## src/rtl/sram_access_controller.sv

```systemverilog
// sram_access_controller
// Sequences 68000 bus cycles aimed at the 256 KB on-chip SRAM (four 64 KB
// blocks). A cycle starts from IDLE once AS, the SRAM decode and at least one
// data strobe are seen. It then runs SETUP -> ACCESS (WAIT_STATES cycles) ->
// ACK and holds Dtack until AS is released.
//
// Parameters:
//   WAIT_STATES   number of ACCESS cycles before DTACK (legal 1..15)
// Ports:
//   Clock         system clock, rising edge
//   Reset_L       synchronous active-low reset
//   AS_L          68k address strobe
//   UDS_L, LDS_L  68k upper/lower data strobes
//   WE_L          68k R/W (1 = read, 0 = write)
//   SRamSelect_H  top-level decode: cycle targets SRAM
//   Block0_H..3_H 64 KB block selects from the block decoder
//   SRam_CE_L     per-block chip enables (bit n = block n)
//   SRam_UB_L/LB_L byte-lane enables
//   SRam_OE_L     output enable (reads)
//   SRam_WE_L     write enable (writes)
//   Dtack_L       data acknowledge to the 68k
//   SelError_H    sticky flag: a cycle started with non-one-hot block selects
module sram_access_controller #(
  parameter int unsigned WAIT_STATES = 2
) (
  input  logic       Clock,
  input  logic       Reset_L,
  input  logic       AS_L,
  input  logic       UDS_L,
  input  logic       LDS_L,
  input  logic       WE_L,
  input  logic       SRamSelect_H,
  input  logic       Block0_H,
  input  logic       Block1_H,
  input  logic       Block2_H,
  input  logic       Block3_H,
  output logic [3:0] SRam_CE_L,
  output logic       SRam_UB_L,
  output logic       SRam_LB_L,
  output logic       SRam_OE_L,
  output logic       SRam_WE_L,
  output logic       Dtack_L,
  output logic       SelError_H
);

  localparam int unsigned CNT_W = 4;

  typedef enum logic [1:0] {
    IDLE   = 2'd0,
    SETUP  = 2'd1,
    ACCESS = 2'd2,
    ACK    = 2'd3
  } state_t;

  state_t             state;
  logic [CNT_W-1:0]   cnt;
  logic               wr;

  logic [3:0] blocks_c;
  logic       one_hot_c;
  logic       start_c;

  // Request decode: writes naturally wait for the late data strobes
  assign blocks_c  = {Block3_H, Block2_H, Block1_H, Block0_H};
  assign one_hot_c = (blocks_c != 4'd0) && ((blocks_c & (blocks_c - 4'd1)) == 4'd0);
  assign start_c   = !AS_L && SRamSelect_H && (!UDS_L || !LDS_L);

  // Bus-cycle sequencer; the output registers double as the latched request
  always_ff @(posedge Clock) begin
    if (!Reset_L) begin
      state      <= IDLE;
      cnt        <= '0;
      wr         <= 1'b0;
      SRam_CE_L  <= 4'hF;
      SRam_UB_L  <= 1'b1;
      SRam_LB_L  <= 1'b1;
      SRam_OE_L  <= 1'b1;
      SRam_WE_L  <= 1'b1;
      Dtack_L    <= 1'b1;
      SelError_H <= 1'b0;
    end else if (state != IDLE && AS_L) begin
      // AS released: abort from SETUP/ACCESS, normal end from ACK
      state     <= IDLE;
      cnt       <= '0;
      SRam_CE_L <= 4'hF;
      SRam_UB_L <= 1'b1;
      SRam_LB_L <= 1'b1;
      SRam_OE_L <= 1'b1;
      SRam_WE_L <= 1'b1;
      Dtack_L   <= 1'b1;
    end else begin
      case (state)
        IDLE: begin
          if (start_c) begin
            state     <= SETUP;
            // A bad select still runs the cycle so the CPU is not hung
            SRam_CE_L <= one_hot_c ? ~blocks_c : 4'hF;
            SRam_UB_L <= UDS_L;
            SRam_LB_L <= LDS_L;
            SRam_OE_L <= ~WE_L;
            wr        <= ~WE_L;
            if (!one_hot_c) begin
              SelError_H <= 1'b1;
            end
          end
        end
        SETUP: begin
          state     <= ACCESS;
          cnt       <= CNT_W'(WAIT_STATES - 1);
          SRam_WE_L <= ~wr;
        end
        ACCESS: begin
          if (cnt == '0) begin
            state     <= ACK;
            Dtack_L   <= 1'b0;
            // Write ends while CE is still low to give data hold
            SRam_WE_L <= 1'b1;
          end else begin
            cnt <= cnt - CNT_W'(1);
          end
        end
        ACK: begin
          state <= ACK;
        end
        default: begin
          state <= IDLE;
        end
      endcase
    end
  end

endmodule

```

## config.mk

```make
export PLATFORM = sky130hd
export DESIGN_NAME = sram_access_controller
export DESIGN_NICKNAME = d
export VERILOG_FILES = /design/src/rtl/sram_access_controller.sv
export SDC_FILE = /design/constraint.sdc
export NUM_CORES = 1
export LEC_CHECK = 0
export ABC_AREA = 1
export ABC_CLOCK_PERIOD_IN_PS = 1100
export BUFFER_PORTS_ARGS = -buffer_cell sky130_fd_sc_hd__buf_2
export CORE_UTILIZATION = 44
export DETAILED_ROUTE_END_ITERATION = 8
export MAX_ROUTING_LAYER = met4
export PLACE_DENSITY_LB_ADDON = 0.1
export SETUP_SLACK_MARGIN = 0.3
export SYNTH_ARGS = -nofsm -noshare
export SYNTH_HDL_FRONTEND = slang
export SYNTH_SLANG_ARGS = --single-unit
```

## constraint.sdc

```tcl
create_clock -name Clock -period 1.1 [get_ports Clock]
set_input_delay 0 -clock Clock [delete_from_list [all_inputs] [get_ports Clock]]
set_output_delay 0 -clock Clock [all_outputs]
set_load 0.02 [all_outputs]
```

==> metrics.yaml, run 1 <==
outcome:
  status: "finished with violations"
  violations: "negative setup slack"
routing:
  drt_first_iter_violations: 17
  antenna_left: 0
  wire_per_inst_um: 13.8
  vias_per_cell: 5.41
  remaining_drc_errors: 0
  vias: 838
  first_pass_iters: 4
  routed_wl_um: 2140
worst_setup_path:
  critPathBufInv: 2
  crit_required_ns: 1.34
  cp_max_fo: 5
  end_kind: "flip-flop"
  crit_path_frequent_cell: "nand2_4"
  crit_path_start_kind: "flip-flop"
  path_cells: "inv_2 -> nand2_4 -> nor3_4 -> buf_6 -> nand2_4 -> a21oi_2"
  crit_type: "flip-flop to flip-flop"
  crit_slowest_cell: "dfxtp_4"
  slowest_delay_ns: 0.40
  cp.arrival_ns: 1.35
  crit_family: "flip-flops"
die:
  rows: 14
  dieWidth_um: 42.7
  dieArea_um2: 1820
  core_area_um2: 1520
  die_height_um: 42.7
  ioPinCount: 21
  start_util: 0.479
global_route:
  grt_max_degree: 11
  track_usage: 0.241
  grt_overflow: 0
  grt_pass1_vias: 745
  grt_pass1_wl_um: 3130
  antenna_found_initial: 0
placed_design:
  portBuffers: 20
  pre_cts_ws_ns: -0.0295
  hpwl_um: 1210
  dp.cells: 142
  globalplace.congestion: 0.788
job:
  cap_violations: 0
sta:
  slew_viol_final: 0
  fmax_mhz: 908
  tightestPinTransition_ns: 0.323
  min_period_ns: 1.10
  fin_ws_ns: -0.00121
  clock_skew_ns: 0.00322
  hold_violations: 0
  slew_headroom: 0.784
  rsz0062_at_grt: "yes"
  setup_viol: 1
  finalCritPeriodShare: 1.00
cts:
  cts-root-buf: "clkbuf_4"
  cts_max_path_buffers: 2
  cts_sinks: 17
  htree_levels: 1
  clkSlewWorstSetupHoldPaths_ns: 0.11
  cts_buffers: 3
  insertion_delay_ns: 0.30
  cts_tree: "built"
yosys:
  yosysWarnings: 0
  ys_seq_elements: 17
  synth_cells: 103
  synth_cell_type_count: 14
  syn-cell-area_um2: 729
  syn_nets: 115
  synth_seq_area_share: 0.467
  syn_avg_cell_area_um2: 7.08
layout:
  drive_gt1_frac: 0.576
  fillers: 97
  n_antenna_cell: 0
  final_cells: 155
  seq_area_um2: 362
  multi_input_area_um2: 505
  reg.largest.list: "SRam_CE_L: 4 flops, cnt: 4 flops, state: 2 flops"
  final_core_util: 0.811
  area_growth_pct: 69.5
  layout_commonest_cell: "nand2_1"
  finalNetCount: 152
  layout.cells.most_common_list: "nand2_1 (26), dfxtp_2 (14), buf_6 (11), buf_2 (10), nand2_4 (8)"
power:
  peakVddDrop_mv: 1.41
  power_density_nw_per_um2: 1720
  leakagePower_nw: 0.572
  p_total_mw: 2.13
hold_path:
  hold_path_class: "primary input to flip-flop"
-- metrics by stage --
step | hold WS, ns | area, µm² | TNS (ns)
CTS | 0.000161 | 1100 | -0.00122
global route | 0.0192 | 1240 | -0.260
global placement | 0.221 | 908 | 0
finish | 0.00256 | 1240 | -0.00121
detailed placement | 0.228 | 908 | -0.0715
floorplan | 0.113 | 766 | 0
-- routing by layer --
metal | track usage | part of all wire | up-vias | routed length (µm)
met1 | 0.266 | 0.41 | 396 | 873
met4 | 0.125 | 0.036 | 0 | 76
met2 | 0.391 | 0.52 | 28 | 1100
met3 | 0.0681 | 0.039 | 10 | 84
met5 | - | 0 | - | 0
li1 | - | - | 404 | -
-- cells by family (layout without fill, tap and decap cells) --
family,Yosys count,after routing,synth area share
AOI/OAI and AO/OA,17,17,0.122
DFF,17,17,0.467
and+or+nand+nor,56,56,0.333
adders and majority gates,1,1,0.0171
buffers and inverters,12,48,0.0618
-- tightest hold or removal path, stage by stage --
cell	delay [ns]
buf_2	0.10
inv_1	0.06
o21ai_1	0.07
nand2_1	0.05
-- cells in the mapped netlist --
master | instances | area (µm²)
a21oi_1 | 10 | 50.1
nand2_1 | 33 | 124
nor2_1 | 10 | 37.5
or2_0 | 1 | 6.26
nand2_2 | 3 | 18.8
inv_1 | 10 | 37.5
inv_2 | 2 | 7.51
nor3_4 | 1 | 16.3
ha_1 | 1 | 12.5
nand3_1 | 7 | 35.0
nor3_1 | 1 | 5.00
o21ai_0 | 6 | 30.0
o2111ai_1 | 1 | 8.76
dfxtp_1 | 17 | 340
-- final timing paths --
kind	slack [ns]	end	cells past startpoint	from
max	-0.001	wr$_SDFFE_PN0P_	6	state[0]$_SDFFE_PP0P_
min	0.003	SRam_CE_L[0]$_SDFFE_PP1P_	4	Block0_H
max reg2reg	-0.001	wr$_SDFFE_PN0P_	6	state[0]$_SDFFE_PP0P_
min reg2reg	0.46	Dtack_L$_SDFFE_PP1P_	2	Dtack_L$_SDFFE_PP1P_
-- where the power goes --
part / internal (mW) / switching (mW)
Sequential: 0.730 / 0.106
Clock: 0.135 / 0.218
Combinational: 0.420 / 0.523
Total: 1.28 / 0.846
-- repair_timing --
item / in CTS / in global routing
hold endpoints to repair: 5 / 0
pin swaps: 10 / 6
hold buffers: 4 / 0
endpoints found under the setup margin: 24 / 27
setup buffers: 3 / 2
gates resized for setup: 33 / 40
gates cloned: 0 / 0
-- cell type report --
class,count,area share
well taps,16,0.0162
clock inverters,1,0.00405
multi-input cells,74,0.409
flip-flops and latches,17,0.293
clock buffers,3,0.0182
inverters,12,0.0445
repair buffers,32,0.216
Power figures use the tool's default switching activity.
==> run 2, diff against run 1 <==
--- a/config.mk
+++ b/config.mk
@@ -6,9 +6,9 @@
 export NUM_CORES = 1
 export LEC_CHECK = 0
 export ABC_AREA = 1
-export ABC_CLOCK_PERIOD_IN_PS = 1100
+export ABC_CLOCK_PERIOD_IN_PS = 1200
 export BUFFER_PORTS_ARGS = -buffer_cell sky130_fd_sc_hd__buf_2
-export CORE_UTILIZATION = 44
+export CORE_UTILIZATION = 48
 export DETAILED_ROUTE_END_ITERATION = 8
 export MAX_ROUTING_LAYER = met4
 export PLACE_DENSITY_LB_ADDON = 0.1
==> constraint.sdc (replaced) <==
create_clock -name Clock -period 1.2 [get_ports Clock]
set_input_delay 0 -clock Clock [delete_from_list [all_inputs] [get_ports Clock]]
set_output_delay 0 -clock Clock [all_outputs]
set_load 0.02 [all_outputs]
==> metrics.yaml, run 2 (synthesis gave the netlist of run 1 again) <==
outcome:
  status: "finished with violations"
  violations: "negative hold slack"
worst_setup_path:
  crit_path_start_kind: "flip-flop"
  r2r_slack_ns: 0.05
  crit_required_ns: 1.44
  end_kind: "flip-flop"
  rr_worst_depth: 5
  crit_type: "flip-flop to flip-flop"
  r2r_end: "SelError_H$_SDFFE_PN0P_"
  cp.arrival_ns: 1.39
  worstReg2RegStart: "state[0]$_SDFFE_PP0P_"
  cp_max_fo: 8
power:
  power_density_nw_per_um2: 1620
  p_total_mw: 1.72
  peakVddDrop_mv: 1.08
  leakagePower_nw: 0.494
layout:
  area_growth_pct: 45.5
  multi_input_area_um2: 423
  finalNetCount: 150
  fillers: 106
  layout_commonest_cell: "nand2_1"
  seq_area_um2: 348
  layout.cells.most_common_list: "nand2_1 (29), buf_2 (20), dfxtp_1 (13), nor2_1 (8)"
  n_antenna_cell: 0
  drive_gt1_frac: 0.409
  reg.largest.list: "SRam_CE_L: 4 flops, cnt: 4 flops, state: 2 flops"
die:
  dieArea_um2: 1680
  dieWidth_um: 41.0
  ioPinCount: 21
  start_util: 0.540
  rows: 13
  core_area_um2: 1350
  die_height_um: 41.0
hold_path:
  hold_path_class: "primary input to flip-flop"
  worstHoldStart: "Block1_H"
  hold-path-endpoint: "SRam_CE_L[1]$_SDFFE_PP1P_"
  whs_path_depth: 4
global_route:
  antenna_found_initial: 0
  grt_overflow: 0
  track_usage: 0.236
  grt_pass1_wl_um: 2440
  grt_pass1_vias: 598
  grt_max_degree: 11
cts:
  cts_sinks: 17
  cts_tree: "built"
  insertion_delay_ns: 0.30
  clkSlewWorstSetupHoldPaths_ns: 0.11
  cts-root-buf: "clkbuf_4"
  htree_levels: 1
  cts_max_path_buffers: 2
  cts_buffers: 3
sta:
  tightestPinTransition_ns: 0.401
  rsz0062_at_grt: "yes"
  finalCritPeriodShare: 0.957
  hold_ws_ns: -0.00370
  slew_viol_final: 0
  fmax_mhz: 870
  slew_headroom: 0.731
  hold_violations: 1
  setup_viol: 0
  min_period_ns: 1.15
  clock_skew_ns: 0.00828
routing:
  routed_wl_um: 1760
  first_pass_iters: 4
  antenna_left: 0
  wire_per_inst_um: 11.6
  vias: 751
  vias_per_cell: 4.94
  remaining_drc_errors: 0
  drt_first_iter_violations: 6
job:
  cap_violations: 0
placed_design:
  globalplace.congestion: 0.746
  hpwl_um: 1110
  portBuffers: 20
[run 2: changes by cell type in the layout (fill, tap and decap cells not counted), moves of 2 or more]
cell / before / now
nand2_1: 26 / 29
nor2_1: 5 / 8
o21ai_0: 0 / 2
dfxtp_1: 2 / 13
buf_4: 7 / 5
dfxtp_2: 14 / 3
a21oi_1: 5 / 7
buf_2: 10 / 20
nand2_2: 1 / 3
buf_6: 11 / 1
nand2_4: 8 / 4
nor2_2: 3 / 1
[run 2: layer usage]
metal / part of all wire / global-route usage
met5: 0 / -
met4: 0.0074 / 0.100
met3: 0.025 / 0.0489
met2: 0.50 / 0.367
met1: 0.47 / 0.292
[run 2: through the flow]
step	instances	TNS (ns)	utilization	setup slack [ns]	instance area [µm²]
3_3_place_gp	138	0	0.655	0.0706	885
5_1_grt	152	-0.0112	0.786	-0.00765	1060
6_report	152	0	0.786	0.0510	1060
4_1_cts	150	0	0.741	0.0981	1000
2_1_floorplan	103	0	-	0.182	766
3_5_place_dp	138	0	0.655	0.0630	885
[run 2: worst max-delay path by stage]
stage	from	endpoint	slack (ns)	depth (start not counted)
detailed placement	state[0]$_SDFFE_PP0P_	state[0]$_SDFFE_PP0P_	0.06	7
global placement	state[0]$_SDFFE_PP0P_	cnt[0]$_SDFFE_PP0P_	0.07	7
global route	cnt[2]$_SDFFE_PP0P_	cnt[2]$_SDFFE_PP0P_	-0.008	6
floorplan	cnt[0]$_SDFFE_PP0P_	cnt[1]$_SDFFE_PP0P_	0.18	6
CTS	cnt[0]$_SDFFE_PP0P_	cnt[1]$_SDFFE_PP0P_	0.1	6
finish	state[0]$_SDFFE_PP0P_	SelError_H$_SDFFE_PN0P_	0.05	5
[run 2: worst max-delay path: stages (launching register included)]
cell and delay [ns]:
dfxtp_4 0.38, inv_4 0.06, nand2_4 0.06, nor3_4 0.33, nand2_1 0.11, a21oi_2 0.14
[run 2: timing repair]
| action | 4_1_cts | 5_1_grt |
|---|---|---|
| setup buffers | 4 | 2 |
| hold buffers | 4 | 0 |
| pin swaps | 3 | 6 |
| gates resized for setup | 6 | 14 |
| hold endpoints to repair | 5 | 0 |
| setup endpoints to repair | 17 | 17 |
[run 2: power by group]
group | internal [mW] | switching, mW | total (mW)
clock | 0.124 | 0.192 | 0.316
combinational | 0.267 | 0.407 | 0.674
sequential | 0.658 | 0.0723 | 0.730
total | 1.05 | 0.671 | 1.72
[run 2: area by class of cell]
class / instances / share of cell area
Inverter: 12 / 0.0519
Tap cell: 15 / 0.0177
Clock buffer: 3 / 0.0212
Multi-Input combinational cell: 74 / 0.399
Clock inverter: 1 / 0.00472
Timing Repair Buffer: 30 / 0.178
Sequential cell: 17 / 0.328
==> run 3, diff against run 2 <==
==> constraint.sdc (replaced) <==
create_clock -name Clock -period 1.2 [get_ports Clock]
set_input_delay 0.06 -clock Clock [delete_from_list [all_inputs] [get_ports Clock]]
set_output_delay 0.06 -clock Clock [all_outputs]
set_load 0.02 [all_outputs]
==> metrics.yaml, run 3 (synthesis gave the netlist of run 1 again) <==
outcome:
  status: "complete, no violations"
routing:
  antenna_left: 0
  remaining_drc_errors: 0
  routed_wl_um: 1990
  vias: 791
  route.top_layer_used: "met4"
  wl_met1_um: 918
  wire_per_inst_um: 12.8
  met3_length_um: 76
  first_pass_iters: 4
  vias_per_cell: 5.10
  wl_met2_um: 965
  drt_first_iter_violations: 33
cts:
  cts_max_path_buffers: 2
  cts-root-buf: "clkbuf_4"
  clkSlewWorstSetupHoldPaths_ns: 0.10
  insertion_delay_ns: 0.30
  htree_levels: 1
  cts_sinks: 17
  cts_tree: "built"
  cts_buffers: 3
die:
  die_height_um: 41.0
  rows: 13
  dieWidth_um: 41.0
  start_util: 0.540
  core_area_um2: 1350
  ioPinCount: 21
  dieArea_um2: 1680
worst_setup_path:
  r2r_end: "SelError_H$_SDFFE_PN0P_"
  crit_path_start_kind: "flip-flop"
  end_kind: "flip-flop"
  worstReg2RegStart: "state[1]$_SDFFE_PP0P_"
  crit_required_ns: 1.44
  cp_max_fo: 7
  r2r_slack_ns: 0.07
  rr_worst_depth: 6
  crit_type: "flip-flop to flip-flop"
  cp.arrival_ns: 1.37
placed_design:
  hpwl_um: 1110
  globalplace.congestion: 0.746
  place_area_um2: 885
  portBuffers: 20
  dp.cells: 138
layout:
  final_core_util: 0.876
  layout.cells.most_common_list: "nand2_1 (27), buf_2 (15), buf_4 (14), dfxtp_1 (12)"
  n_antenna_cell: 0
  final_cells: 155
  drive_gt1_frac: 0.514
  fillers: 76
  final_area_um2: 1180
  area_growth_pct: 62.1
  reg.largest.list: "SRam_CE_L: 4 flops, cnt: 4 flops, state: 2 flops"
  layout_commonest_cell: "nand2_1"
  finalNetCount: 153
power:
  p_total_mw: 1.89
  peakVddDrop_mv: 1.25
  power_density_nw_per_um2: 1600
  leakagePower_nw: 0.556
global_route:
  antenna_found_initial: 0
  grt_pass1_vias: 583
  grt_overflow: 0
  grt_max_degree: 11
  track_usage: 0.228
  grt_pass1_wl_um: 2360
sta:
  slew_headroom: 0.803
  rsz0062_at_grt: "yes"
  slew_viol_final: 0
  hold_violations: 0
  setup_tns_ns: 0
  clock_skew_ns: 0.00238
  tightestPinTransition_ns: 0.294
  setup_viol: 0
  finalCritPeriodShare: 0.944
  min_period_ns: 1.13
  fmax_mhz: 883
hold_path:
  worstHoldStart: "WE_L"
  hold_path_class: "primary input to flip-flop"
  whs_path_depth: 4
  hold-path-endpoint: "wr$_SDFFE_PN0P_"
job:
  cap_violations: 0
[run 3: cell types whose count changed in the layout (fill, tap and decap cells not counted), moves of 3 or more]
cell,delta
buf_4,+9
nand2_4,+3
buf_2,-5
o21ai_2,+3
[run 3: timing repair]
item / 4_1_cts / 5_1_grt
hold buffers: 2 / 0
gates cloned: 0 / 0
pin swaps: 3 / 17
resized for setup: 6 / 39
setup buffers: 4 / 7
endpoints found under the setup margin: 17 / 22
hold endpoints to repair: 2 / 0
[run 3: routing by layer]
metal	vias to the layer above	track usage
li1	405	-
met3	4	0.0489
met4	0	0.100
met1	362	0.282
met5	-	-
met2	20	0.352
[run 3: power breakdown]
group / total (mW) / leakage [nW] / internal, mW / switching [mW]
Sequential: 0.745 / 0.142 / 0.660 / 0.0851
Combinational: 0.825 / 0.396 / 0.354 / 0.470
Clock: 0.319 / 0.0177 / 0.124 / 0.195
Total: 1.89 / 0.556 / 1.14 / 0.750
[run 3: metrics by stage]
stage	worst slack, ns	hold WS, ns
floorplan	0.182	0.173
finish	0.0675	0.0185
global route	0.0134	0.0453
CTS	0.0981	0.0198
detailed placement	0.0630	0.285
global placement	0.0706	0.278
[run 3: worst max path at each step]
stage | from | endpoint | slack (ns) | depth (start not counted)
global route | state[1]$_SDFFE_PP0P_ | SelError_H$_SDFFE_PN0P_ | 0.01 | 6
global placement | state[0]$_SDFFE_PP0P_ | cnt[0]$_SDFFE_PP0P_ | 0.07 | 7
CTS | cnt[0]$_SDFFE_PP0P_ | cnt[1]$_SDFFE_PP0P_ | 0.1 | 6
finish | state[1]$_SDFFE_PP0P_ | SelError_H$_SDFFE_PN0P_ | 0.07 | 6
floorplan | cnt[0]$_SDFFE_PP0P_ | cnt[1]$_SDFFE_PP0P_ | 0.18 | 6
detailed placement | state[0]$_SDFFE_PP0P_ | state[0]$_SDFFE_PP0P_ | 0.06 | 7
[run 3: final cells by class]
class                   instances  area (µm²)  area share
clock buffers                   3        22.5      0.0190
clock inverters                 1        5.00     0.00423
inverters                      12        57.6      0.0487
multi-input cells              74         498       0.421
flip-flops and latches         17         349       0.295
well taps                      15        18.8      0.0159
repair buffers                 33         231       0.196
[run 3: worst max-delay path, stage by stage, from the launching register on]
cell,delay [ns]
dfxtp_2,0.35
inv_4,0.09
nand2_4,0.07
nor3_4,0.22
buf_6,0.16
nand2_1,0.07
a21oi_2,0.12
